<file path="src/rtl/mem_access_unit.sv">
// ============================================================================
//  Module   : mem_access_unit
//  Brief    : MEM-stage load/store engine. Decodes the EX/MEM opcode, builds
//             byte enables and lane-replicated store data, checks alignment,
//             runs a valid/ack bus transaction with timeout and extends loads.
//  Revision : 1.0 - initial release
// ============================================================================
`default_nettype none

module mem_access_unit #(
    parameter int ADDR_W      = 32,
    parameter int TIMEOUT_CYC = 16,
    parameter bit ALIGN_CHECK = 1'b1
) (
    input  logic              clk,
    input  logic              reset_n,
    input  logic              mem_valid,
    input  logic              flush,
    input  logic [31:0]       ir,
    input  logic [ADDR_W-1:0] addr,
    input  logic [31:0]       wdata,
    output logic              stall,
    output logic              ld_valid,
    output logic [31:0]       ld_data,
    output logic              exc_valid,
    output logic [1:0]        exc_code,
    output logic              bus_req,
    output logic              bus_we,
    output logic [3:0]        bus_be,
    output logic [ADDR_W-1:0] bus_addr,
    output logic [31:0]       bus_wdata,
    input  logic              bus_ack,
    input  logic [31:0]       bus_rdata
);

    localparam int               CNT_W   = $clog2(TIMEOUT_CYC + 1);
    localparam logic [CNT_W-1:0] TO_LAST = CNT_W'(TIMEOUT_CYC - 1);

    localparam logic [1:0] SZ_B = 2'd0;
    localparam logic [1:0] SZ_H = 2'd1;
    localparam logic [1:0] SZ_W = 2'd2;

    typedef enum logic [1:0] {
        S_IDLE = 2'd0,
        S_REQ  = 2'd1,
        S_DONE = 2'd2,
        S_ERR  = 2'd3
    } state_t;

    state_t             state_q, state_d;
    logic [CNT_W-1:0]   cnt_q, cnt_d;
    logic [1:0]         exc_code_q, exc_code_d;
    logic [31:0]        ld_data_q, ld_data_d;

    logic [ADDR_W-1:0]  addr_q;
    logic [3:0]         be_q;
    logic               we_q;
    logic [31:0]        wdata_q;
    logic [1:0]         lane_q;
    logic [1:0]         size_q;
    logic               signed_q;
    logic               load_q;

    logic               w_is_mem, w_is_load, w_is_signed;
    logic [1:0]         w_size;
    logic               w_misalign;
    logic [1:0]         w_lane;
    logic [3:0]         w_be;
    logic [31:0]        w_st_data;
    logic               w_start;
    logic               w_capture;
    logic [7:0]         w_byte;
    logic [15:0]        w_half;
    logic [31:0]        w_ld_ext;
    logic               w_unused;

    // Only the opcode field of the instruction matters here
    assign w_unused = ^ir[25:0];

    // Opcode decode: memory-op flag, direction, access size and signedness
    always_comb begin
        w_is_mem    = 1'b1;
        w_is_load   = 1'b1;
        w_is_signed = 1'b0;
        w_size      = SZ_W;
        case (ir[31:26])
            6'b100011: begin end
            6'b100001: begin w_size = SZ_H; w_is_signed = 1'b1; end
            6'b100000: begin w_size = SZ_B; w_is_signed = 1'b1; end
            6'b100101: w_size = SZ_H;
            6'b100100: w_size = SZ_B;
            6'b101011: w_is_load = 1'b0;
            6'b101001: begin w_is_load = 1'b0; w_size = SZ_H; end
            6'b101000: begin w_is_load = 1'b0; w_size = SZ_B; end
            default:   begin w_is_mem = 1'b0; w_is_load = 1'b0; end
        endcase
    end

    // Alignment check and byte lane; with the check disabled wider ops use lane 0
    always_comb begin
        w_misalign = 1'b0;
        w_lane     = 2'b00;
        case (w_size)
            SZ_B: w_lane = addr[1:0];
            SZ_H: begin
                w_misalign = ALIGN_CHECK && addr[0];
                w_lane     = ALIGN_CHECK ? {addr[1], 1'b0} : 2'b00;
            end
            default: w_misalign = ALIGN_CHECK && (addr[1:0] != 2'b00);
        endcase
    end

    // Byte enables and lane-replicated store data (loads read the full word)
    always_comb begin
        w_be      = 4'hF;
        w_st_data = wdata;
        if (!w_is_load) begin
            case (w_size)
                SZ_B: begin
                    w_be      = 4'b0001 << w_lane;
                    w_st_data = {4{wdata[7:0]}};
                end
                SZ_H: begin
                    w_be      = w_lane[1] ? 4'b1100 : 4'b0011;
                    w_st_data = {2{wdata[15:0]}};
                end
                default: begin end
            endcase
        end
    end

    // Select the addressed byte/halfword of the read word and extend it
    always_comb begin
        case (lane_q)
            2'd0:    w_byte = bus_rdata[7:0];
            2'd1:    w_byte = bus_rdata[15:8];
            2'd2:    w_byte = bus_rdata[23:16];
            default: w_byte = bus_rdata[31:24];
        endcase
        w_half = lane_q[1] ? bus_rdata[31:16] : bus_rdata[15:0];
        case (size_q)
            SZ_B:    w_ld_ext = signed_q ? {{24{w_byte[7]}}, w_byte} : {24'd0, w_byte};
            SZ_H:    w_ld_ext = signed_q ? {{16{w_half[15]}}, w_half} : {16'd0, w_half};
            default: w_ld_ext = bus_rdata;
        endcase
    end

    assign w_start = mem_valid && w_is_mem && !flush;

    // Next-state logic: accept/reject in IDLE, ack or timeout in REQ
    always_comb begin
        state_d    = state_q;
        cnt_d      = cnt_q;
        exc_code_d = exc_code_q;
        ld_data_d  = ld_data_q;
        w_capture  = 1'b0;
        case (state_q)
            S_IDLE: begin
                if (w_start) begin
                    if (w_misalign) begin
                        exc_code_d = w_is_load ? 2'b01 : 2'b10;
                        state_d    = S_ERR;
                    end else begin
                        w_capture  = 1'b1;
                        exc_code_d = 2'b00;
                        cnt_d      = '0;
                        state_d    = S_REQ;
                    end
                end
            end
            S_REQ: begin
                if (bus_ack) begin
                    if (load_q) begin
                        ld_data_d = w_ld_ext;
                    end
                    state_d = S_DONE;
                end else begin
                    cnt_d = cnt_q + 1'b1;
                    if (cnt_q == TO_LAST) begin
                        exc_code_d = 2'b11;
                        state_d    = S_ERR;
                    end
                end
            end
            default: state_d = S_IDLE;
        endcase
    end

    // Control state register
    always_ff @(posedge clk or negedge reset_n) begin
        if (!reset_n) begin
            state_q    <= S_IDLE;
            cnt_q      <= '0;
            exc_code_q <= 2'b00;
            ld_data_q  <= 32'd0;
        end else begin
            state_q    <= state_d;
            cnt_q      <= cnt_d;
            exc_code_q <= exc_code_d;
            ld_data_q  <= ld_data_d;
        end
    end

    // Transaction attributes latched on acceptance; held stable through REQ
    always_ff @(posedge clk or negedge reset_n) begin
        if (!reset_n) begin
            addr_q   <= '0;
            be_q     <= 4'd0;
            we_q     <= 1'b0;
            wdata_q  <= 32'd0;
            lane_q   <= 2'd0;
            size_q   <= SZ_B;
            signed_q <= 1'b0;
            load_q   <= 1'b0;
        end else if (w_capture) begin
            addr_q   <= {addr[ADDR_W-1:2], 2'b00};
            be_q     <= w_be;
            we_q     <= !w_is_load;
            wdata_q  <= w_st_data;
            lane_q   <= w_lane;
            size_q   <= w_size;
            signed_q <= w_is_signed;
            load_q   <= w_is_load;
        end
    end

    // Stall is forced low while reset is asserted so the pipeline is released at once
    assign stall     = reset_n && (((state_q == S_IDLE) && w_start) || (state_q == S_REQ));
    assign bus_req   = (state_q == S_REQ);
    assign ld_valid  = (state_q == S_DONE) && load_q;
    assign exc_valid = (state_q == S_ERR);
    assign exc_code  = exc_code_q;
    assign ld_data   = ld_data_q;
    assign bus_we    = we_q;
    assign bus_be    = be_q;
    assign bus_addr  = addr_q;
    assign bus_wdata = wdata_q;

endmodule

`default_nettype wire
</file>
<file path="config.mk">
export PLATFORM = sky130hd
export DESIGN_NAME = mem_access_unit
export DESIGN_NICKNAME = d
export VERILOG_FILES = /design/src/rtl/mem_access_unit.sv
export SDC_FILE = /design/constraint.sdc
export NUM_CORES = 1
export LEC_CHECK = 0
export BUFFER_PORTS_ARGS = -buffer_cell sky130_fd_sc_hd__buf_2
export CELL_PAD_IN_SITES_DETAIL_PLACEMENT = 1
export CELL_PAD_IN_SITES_GLOBAL_PLACEMENT = 2
export CORE_MARGIN = 5
export CORE_UTILIZATION = 26
export CTS_BUF_LIST = sky130_fd_sc_hd__clkbuf_4
export DETAILED_ROUTE_END_ITERATION = 12
export PLACE_DENSITY = 0.89
export SLEW_MARGIN = 20
export SYNTH_ARGS = -nofsm -noshare
export SYNTH_HDL_FRONTEND = slang
export SYNTH_SLANG_ARGS = --single-unit
</file>
<file path="constraint.sdc">
create_clock -name clk -period 2.13 [get_ports clk]
set_clock_uncertainty 0.2 [all_clocks]
set_input_delay 0.5325 -clock clk [delete_from_list [all_inputs] [get_ports clk]]
set_output_delay 0.5325 -clock clk [all_outputs]
set_load 0.01 [all_outputs]
</file>
**After elaboration in Yosys (flattened, before gate mapping)**

Index checks and enable logic that the tools add are counted.

- Flip-flop bits (word level): 114
- Bits in latches: 0
- Memory bits (writable): 0
- Bits in read-only memories: 0
- Output and inout port bits: 107
- Logic and storage cells: 91
- Memories: 0

- Add/sub/neg operators: 1
- Multipliers: 0
- Div/mod/pow operators: 0
- $lt $le $gt $ge: 0
- Equality and inequality tests: 21
- Shift operators: 1
- Muxes and demuxes: 33
- Bitwise operators: 0
- Reduce and logical (&&, ||, !) cells: 23

Operators with widths:

| operator | count |
|---|---|
| $pmux 32 s2 | 2 |
| $mux 32 | 3 |
| $eq 6x6->1 const B | 8 |
| $pmux 8 s3 | 1 |
| $mux 16 | 1 |
| $mux 2 | 8 |
| $pmux 2 s2 | 4 |
| $mux 5 | 3 |
| $pmux 5 s2 | 1 |
| $eq 2x1->1 const B | 4 |
| $logic_not 2->1 | 4 |
| $mux 4 | 2 |
| $pmux 4 s2 | 1 |
| $reduce_and 4->1 | 2 |
| $reduce_or 8->1 | 1 |
| $eq 2x2->1 const B | 3 |
| $mux 1 | 6 |
| $ne 2x2->1 const B | 3 |
| $reduce_or 3->1 | 2 |
| $add 5x1->5 const B | 1 |
| $eq 5x4->1 const B | 1 |
| $logic_and 1x1->1 | 5 |
| $reduce_or 5->1 | 1 |
| $reduce_bool 2->1 | 2 |
| 9 further kinds | 10 |

**Depth between registers and ports, before layout**

Gate-level depths: netlist (run 1).

- Depth in word-level cells: 8
- Depth in mapped cells: 6
- Gate-level depth less buffers: 5

**Worst setup path after synthesis (run 1)**

No wires, ideal clock.

- Path kind: input to output
- Start: in ir[30]
- End: out stall
- Data arrival time: 1.668 ns
- Path slack: -0.270 ns
- Stages: 5
- Path buffers: 2
- Cell sequence: and4bb_2 > nand4_1 > clkbuf_1 > clkbuf_1 > a21boi_1

- Cells in the longest elaborated chain, start to end: 8
- Elaborated cells between the ends (all ways): 15
- Classes of those cells: 8 x eq/ne; 1 x mux; 6 x reduce/logical

Ends and longest elaborated chain:

| element | line | source |
|---|---|---|
| from (decl) | 19 | `input logic [31:0] ir,` |
| $eq 6x6->1 | 86 | `case (ir[31:26])` |
| $reduce_or 8->1 (no source line) * | n/a |  |
| $mux 1 * | 86 |  |
| $logic_and 1x1->1 * (2 in a row) | 148 | `assign w_start = mem_valid && w_is_mem && !flush;` |
| $logic_and 1x1->1 * | 228 | `assign stall = reset_n && (((state_q == S_IDLE) && w_start) \|\| (state_q == S_REQ));` |
| $logic_or 1x1->1 * | 228 |  |
| $logic_and 1x1->1 * | 228 |  |
| to (decl) | 22 | `output logic stall,` |

Mark *: on every way between the ends. The rest lies on a longest branch, timed or not.

**Worst setup path after layout (run 1)**

- Start: reg state_q[0]
- End: out stall

- Cells in the longest elaborated chain, start to end: 4
- Elaborated cells between the ends (all ways): 5
- Classes of those cells: 1 x eq/ne; 4 x reduce/logical

Ends and longest elaborated chain:

| element | line | source |
|---|---|---|
| from (decl) | 50 | `state_t state_q, state_d;` |
| from (signal assigned) | 197 | `state_q <= state_d;` |
| $logic_not 2->1 | 228 |  |
| $logic_and 1x1->1 | 228 |  |
| $logic_or 1x1->1 * | 228 |  |
| $logic_and 1x1->1 * | 228 |  |

Marked as above.

==> impl_metrics.py, run 1 <==
metrics = {
    "outcome": {
        "status": "complete, but fails checks",
        "violations": "setup timing",
    },
    "power": {
        "power_internal_w": 0.00403,
        "power_frac_clock_pct": 34.6,
        "total_leakage_power_nw": 4.17,
        "seq_power_share_pct": 44.5,
        "max-vdd-ir-drop_v": 0.000456,
        "netSwitchingFraction_pct": 29.9,
        "power.density_cell_area_mw_per_mm2": 711,
        "p_switching_w": 0.00172,
        "comb_power_share_pct": 20.9,
    },
    "yosys": {
        "syn-instance-count": 504,
        "synth.cell_area_sq_mm": 0.00550,
        "async_flop_share_pct": 100,
        "yosys_register_bits": 114,
        "synth_warnings": 0,
        "syn_avg_cell_area_sq_um": 10.9,
        "yosysUniqueCellTypes": 55,
        "ys.flop_type": "dfrtp_1",
        "synth_sequential_area_ratio_pct": 51.9,
        "synth_edf_count": 0,
    },
    "placed_design": {
        "dpl.hpwl_microns": 14200,
        "io_buffers": 211,
        "pre_cts_ws_ps": -285,
        "globalplace.congestion": 0.777,
    },
    "global_routing": {
        "vias_in_the_first_global_route": 5704,
        "pin_count_of_the_biggest_net_entering_global_routing": 115,
        "globalRoute.totalOverflow": 0,
        "grt_use_total_pct": 16.5,
        "grt_antenna_before_repair": 3,
        "global_route_wire_length_before_repair_microns": 31600,
    },
    "critical_path": {
        "reg2reg_from": "state_q[0]$_DFFE_PN0P_",
        "arrival_ps": 1640,
        "worst-endpoint-required_ps": 1400,
        "worst-r2r-setup-slack_ps": 90,
        "number_of_cells_traversed_by_the_worst_register_to_register_path": 7,
        "critPathMaxFanout": 2,
        "critPathLaunchType": "register",
        "timing.setup.critical_path_class": "register to output pin",
        "regToRegEndpoint": "bus_wdata[7]$_DFFE_PN0P_",
        "timing.critical_path.to_type": "output pin",
    },
    "timing": {
        "final.period_utilization_pct": 111,
        "timing.final.max_slew_violations": 0,
        "worst_margin_slew_ps": 679,
        "worst_setup_slack_final_ps": -242,
        "tmin_final_ps": 2370,
        "grt_setup_unrepaired": "true",
        "finalHoldWorstSlack_ps": 62.9,
        "worst_slew_margin_rel_pct": 54.7,
        "final_hold_viol_count": 0,
        "setup_violators_final": 2,
        "max_freq_mhz": 422,
    },
    "route": {
        "routedLengthMet1_microns": 8350,
        "vias": 5256,
        "detail_route.vias_per_cell": 4.84,
        "drtPass1Iterations": 4,
        "drt_wl_total_microns": 20600,
        "detailroute.wirelength.met2_microns": 10300,
        "initial_detailed_routing_violation_count": 196,
        "wl_met3_microns": 1490,
        "top_signal_layer_used": "met5",
        "ant_nets": 0,
        "remaining_drc_errors": 0,
        "post_drt_wl_per_cell_microns": 19.0,
    },
    "clocking": {
        "max-clock-path-buffers": 2,
        "cts_root_buf": "clkbuf_4",
        "clk-insertion-delay-late_ps": 540,
        "cts_made_buffers": 17,
        "clock_tree.htree_level_count": 4,
        "cts_tree": "built",
        "clk_pin_slew_worst_paths_ps": 130,
        "numClockSinks": 114,
    },
    "die": {
        "dieArea_sq_mm": 0.0242,
        "floorplan.io_pins": 240,
        "floorplan.rows": 53,
        "fp.coreArea_sq_mm": 0.0210,
        "die_h_microns": 155,
        "die_width_microns": 155,
        "initial_cell_density_of_the_core_pct": 26.3,
    },
    "hold_path": {
        "hold_path_end": "ld_data[22]$_DFFE_PN0P_",
        "timing.hold.worst_path_depth": 3,
        "min-delay-path-class": "primary input to register",
        "hold_path_startpoint": "bus_rdata[22]",
    },
    "cells_and_area": {
        "finalCoreUtilization_pct": 38.6,
        "mostFrequentLayoutCell": "buf_2",
        "final_layout_size_suffix_gt1_share_pct": 42.1,
        "area_growth_syn_to_layout_pct": 47.0,
        "fillers": 2436,
        "most_frequent_cells_in_the_layout": "buf_2, dfrtp_1, buf_4",
        "final_net_count": 929,
    },
    "run": {
        "maxCapViolations": 0,
    },
}
-- worst max-delay path, stage by stage, from the launching register on --
cell and delay [ps]:
dfrtp_1 410, nor2_2 140, nand4_1 130, buf_4 180
a21boi_4 120, buf_6 120
-- metal layers --
layer / GRT usage (%) / vias to the layer above
met4: 5.13 / 2
met3: 5.29 / 32
li1: - / 2427
met5: 0 / -
met1: 20.0 / 2626
met2: 28.0 / 169
-- worst max path at each step --
| stage | startpoint | to | slack [ps] | cells past startpoint |
|---|---|---|---|---|
| finish | state_q[0]$_DFFE_PN0P_ | stall | -240 | 5 |
| detailed placement | ir[30] | bus_addr[29]$_DFFE_PN0P_ | -280 | 7 |
| global route | state_q[0]$_DFFE_PN0P_ | stall | -370 | 5 |
| CTS | state_q[1]$_DFFE_PN0P_ | stall | -290 | 5 |
| global placement | ir[27] | bus_wdata[15]$_DFFE_PN0P_ | -240 | 6 |
| floorplan | ir[30] | bus_addr[22]$_DFFE_PN0P_ | -120 | 5 |
-- synthesized netlist by cell type, types with 2 or more instances --
master | n | area [sq um]
a211o_1 | 6 | 52.6
nor2b_1 | 10 | 62.6
buf_2 | 7 | 35.0
buf_4 | 4 | 30.0
ha_1 | 2 | 25.0
clkbuf_1 | 24 | 90.1
and2_1 | 3 | 18.8
a21o_1 | 8 | 60.1
a221oi_1 | 2 | 17.5
or3_1 | 7 | 43.8
a22o_1 | 11 | 96.3
o22a_1 | 7 | 61.3
mux2_1 | 39 | 439
o31ai_1 | 2 | 15.0
nand3_1 | 36 | 180
a21oi_1 | 23 | 115
nand2b_1 | 4 | 25.0
nor3b_1 | 3 | 22.5
o21ai_0 | 35 | 175
buf_1 | 2 | 7.51
nand2_1 | 33 | 124
inv_1 | 8 | 30.0
o32a_1 | 2 | 20.0
o21ai_1 | 34 | 170
nand3b_1 | 7 | 52.6
nor2_1 | 6 | 22.5
mux2i_1 | 24 | 240
mux2_2 | 13 | 146
and3_1 | 2 | 12.5
dfrtp_1 | 114 | 2850
o221ai_1 | 2 | 17.5
-- flip-flops by register name (all words and copies together), names as in the netlist, 4 cells and up --
register / flops
cnt_q: 5
bus_be: 4
bus_addr: 30
bus_wdata: 32
ld_data: 32
-- power groups by stage --
| stage | combinational [W] | clock [W] | sequential (W) |
|---|---|---|---|
| after detailed placement | 0.00114 | 0 | 0.00259 |
| final | 0.00120 | 0.00199 | 0.00256 |
| after global placement | 0.00110 | 0 | 0.00258 |
| after CTS | 0.00120 | 0.00207 | 0.00255 |
| after global routing | 0.00131 | 0.00217 | 0.00259 |
| after floorplan | 0.000419 | 0 | 0.00269 |
-- cells by family after synthesis --
logic type	Yosys count	synth area share, %
other	1	0.0682
DFF	114	51.9
muxes	77	15.4
adders and majority gates	2	0.455
AOI/OAI and AO/OA	143	16.6
xor gates and xnor gates	1	0.159
buffers and inverters	47	3.78
and+or+nand+nor	119	11.6
-- layout make-up --
type | count | area (sq um) | share of cell area (%)
tap | 275 | 344 | 4.25
clock inverter | 14 | 211 | 2.61
clock buffer | 18 | 135 | 1.67
inverter | 9 | 33.8 | 0.418
timing repair buffer | 308 | 1990 | 24.6
sequential | 114 | 2850 | 35.3
antenna | 3 | 7.51 | 0.0928
multi-input combinational | 344 | 2510 | 31.0
-- through the flow --
step	setup TNS, ps	power (W)	instance area [sq um]	std cells
after global placement	-10730	0.00368	7190	1004
final	-365	0.00575	8090	1085
after detailed placement	-14330	0.00373	7190	1004
after floorplan	-2690	0.00311	5550	505
after global routing	-728	0.00607	8090	1084
after CTS	-6890	0.00582	7990	1077
-- repair_timing --
action	in CTS	in global routing
resized for setup	15	5
pin swaps	7	2
cloned	0	3
hold buffers	34	0
setup buffers	7	6
hold endpoints to repair	147	0
setup endpoints to repair	3	75
(Power assumes the default switching activity.)
==> run 2: changes to the inputs <==
--- a/config.mk
+++ b/config.mk
@@ -13,7 +13,8 @@
 export CTS_BUF_LIST = sky130_fd_sc_hd__clkbuf_4
 export DETAILED_ROUTE_END_ITERATION = 12
 export PLACE_DENSITY = 0.89
-export SLEW_MARGIN = 20
+export RECOVER_POWER = 50
+export SLEW_MARGIN = 10
 export SYNTH_ARGS = -nofsm -noshare
 export SYNTH_HDL_FRONTEND = slang
 export SYNTH_SLANG_ARGS = --single-unit
==> impl_metrics.py, run 2 (synthesis results as in run 1) <==
metrics = {
    "outcome": {
        "status": "complete, but fails checks",
        "violations": "setup timing",
    },
    "critical_path": {
        "timing.critical_path.to_type": "output pin",
        "worst-endpoint-required_ps": 1400,
        "critPathLaunchType": "register",
        "arrival_ps": 1640,
        "timing.setup.critical_path_class": "register to output pin",
        "critPathMaxFanout": 2,
        "worst-r2r-setup-slack_ps": 80,
    },
    "clocking": {
        "cts_tree": "built",
        "clk-insertion-delay-late_ps": 540,
        "cts_made_buffers": 17,
        "numClockSinks": 114,
        "cts_root_buf": "clkbuf_4",
        "clock_tree.htree_level_count": 4,
        "max-clock-path-buffers": 2,
        "clk_pin_slew_worst_paths_ps": 130,
    },
    "route": {
        "detail_route.vias_per_cell": 4.80,
        "remaining_drc_errors": 0,
        "vias": 5213,
        "post_drt_wl_per_cell_microns": 18.9,
        "initial_detailed_routing_violation_count": 178,
        "ant_nets": 0,
        "drtPass1Iterations": 4,
        "drt_wl_total_microns": 20500,
    },
    "global_routing": {
        "grt_use_met1_pct": 20.0,
        "vias_in_the_first_global_route": 5704,
        "grt_antenna_before_repair": 3,
        "pin_count_of_the_biggest_net_entering_global_routing": 115,
        "grt_util_met2_pct": 28.0,
        "globalRoute.totalOverflow": 0,
        "busiest_layer": "met2",
        "global_route_wire_length_before_repair_microns": 31600,
        "met3_usage_pct": 5.29,
        "grt_use_total_pct": 16.5,
    },
    "run": {
        "maxCapViolations": 0,
    },
    "die": {
        "fp.coreArea_sq_mm": 0.0210,
        "dieArea_sq_mm": 0.0242,
        "floorplan.io_pins": 240,
        "floorplan.rows": 53,
        "initial_cell_density_of_the_core_pct": 26.3,
        "die_h_microns": 155,
        "die_width_microns": 155,
    },
    "timing": {
        "worst_slew_margin_rel_pct": 27.0,
        "final.period_utilization_pct": 111,
        "worst_setup_slack_final_ps": -242,
        "max_freq_mhz": 422,
        "timing.final.max_slew_violations": 0,
        "worst_margin_slew_ps": 1090,
        "grt_setup_unrepaired": "true",
        "setup_violators_final": 2,
        "final_hold_viol_count": 0,
        "tmin_final_ps": 2370,
    },
    "power": {
        "power.density_cell_area_mw_per_mm2": 711,
        "max-vdd-ir-drop_v": 0.000456,
        "total_leakage_power_nw": 4.17,
        "fin_total_pwr_w": 0.00575,
    },
    "cells_and_area": {
        "fillers": 2438,
        "area_growth_syn_to_layout_pct": 46.9,
        "final_net_count": 929,
        "mostFrequentLayoutCell": "buf_2",
        "most_frequent_cells_in_the_layout": "buf_2, dfrtp_1, buf_4",
        "final_layout_size_suffix_gt1_share_pct": 42.1,
        "post_layout_nonfiller_instances": 1085,
    },
    "placed_design": {
        "dp_cells": 1004,
        "dpl.hpwl_microns": 14200,
        "io_buffers": 211,
        "globalplace.congestion": 0.777,
    },
    "hold_path": {
        "min-delay-path-class": "primary input to register",
    },
}
run 2: cell counts in the layout (fill, tap and decap cells not counted):
No cell type changed its count.
run 2: cell type report:
type | count | area (sq um) | share of cell area (%)
repair buffers | 308 | 1980 | 24.6
multi-input cells | 344 | 2510 | 31.1
well taps | 275 | 344 | 4.26
clock inverters | 14 | 211 | 2.62
flip-flops and latches | 114 | 2850 | 35.3
inverters | 9 | 33.8 | 0.418
diodes | 3 | 7.51 | 0.0929
clock buffers | 18 | 135 | 1.67
run 2: critical path: stages (launching register included):
cell	delay, ps
dfrtp_1	410
nor2_2	140
nand4_1	130
buf_4	180
a21boi_4	120
buf_6	120
run 2: repair_timing:
| item | in CTS | in global routing |
|---|---|---|
| pin swaps | 7 | 2 |
| buffers inserted | 7 | 6 |
| hold buffers | 34 | 0 |
| resized for setup | 15 | 5 |
| hold endpoints to repair | 147 | 0 |
| gates cloned | 0 | 3 |
| endpoints found under the setup margin | 3 | 75 |
run 2: metal layers:
layer | up-vias | wire length [microns]
met2 | 167 | 10200
met4 | 2 | 469
met1 | 2584 | 8350
li1 | 2427 | -
met5 | - | 13
met3 | 33 | 1480
run 2: worst paths after layout:
check,to,cells after the start,start
setup / recovery,stall,5,state_q[0]$_DFFE_PN0P_
hold / removal,bus_wdata[6]$_DFFE_PN0P_,2,wdata[6]
setup reg to reg,bus_wdata[7]$_DFFE_PN0P_,7,state_q[0]$_DFFE_PN0P_
hold reg to reg,bus_addr[17]$_DFFE_PN0P_,1,bus_addr[17]$_DFFE_PN0P_
max in group asynchronous,bus_we$_DFFE_PN0P_,3,reset_n
min in group asynchronous,ld_data[30]$_DFFE_PN0P_,3,reset_n
run 2: power breakdown:
part / switching (W) / total (W) / internal, W
sequential: 0.000143 / 0.00256 / 0.00242
combinational: 0.000638 / 0.00120 / 0.000559
clock: 0.000934 / 0.00199 / 0.00106
total: 0.00172 / 0.00575 / 0.00403
run 2: through the flow:
| stage | util, % | area (sq um) | setup slack, ps | TNS [ps] | hold slack (ps) |
|---|---|---|---|---|---|
| global route | 38.5 | 8080 | -374 | -728 | 7.97 |
| CTS | 38.1 | 7990 | -287 | -6890 | 2.74 |
| floorplan | - | 5550 | -122 | -2690 | 36.9 |
| finish | 38.6 | 8080 | -242 | -365 | 63.8 |
| global placement | 34.3 | 7190 | -245 | -10730 | 257 |
| detailed placement | 34.3 | 7190 | -285 | -14330 | 273 |
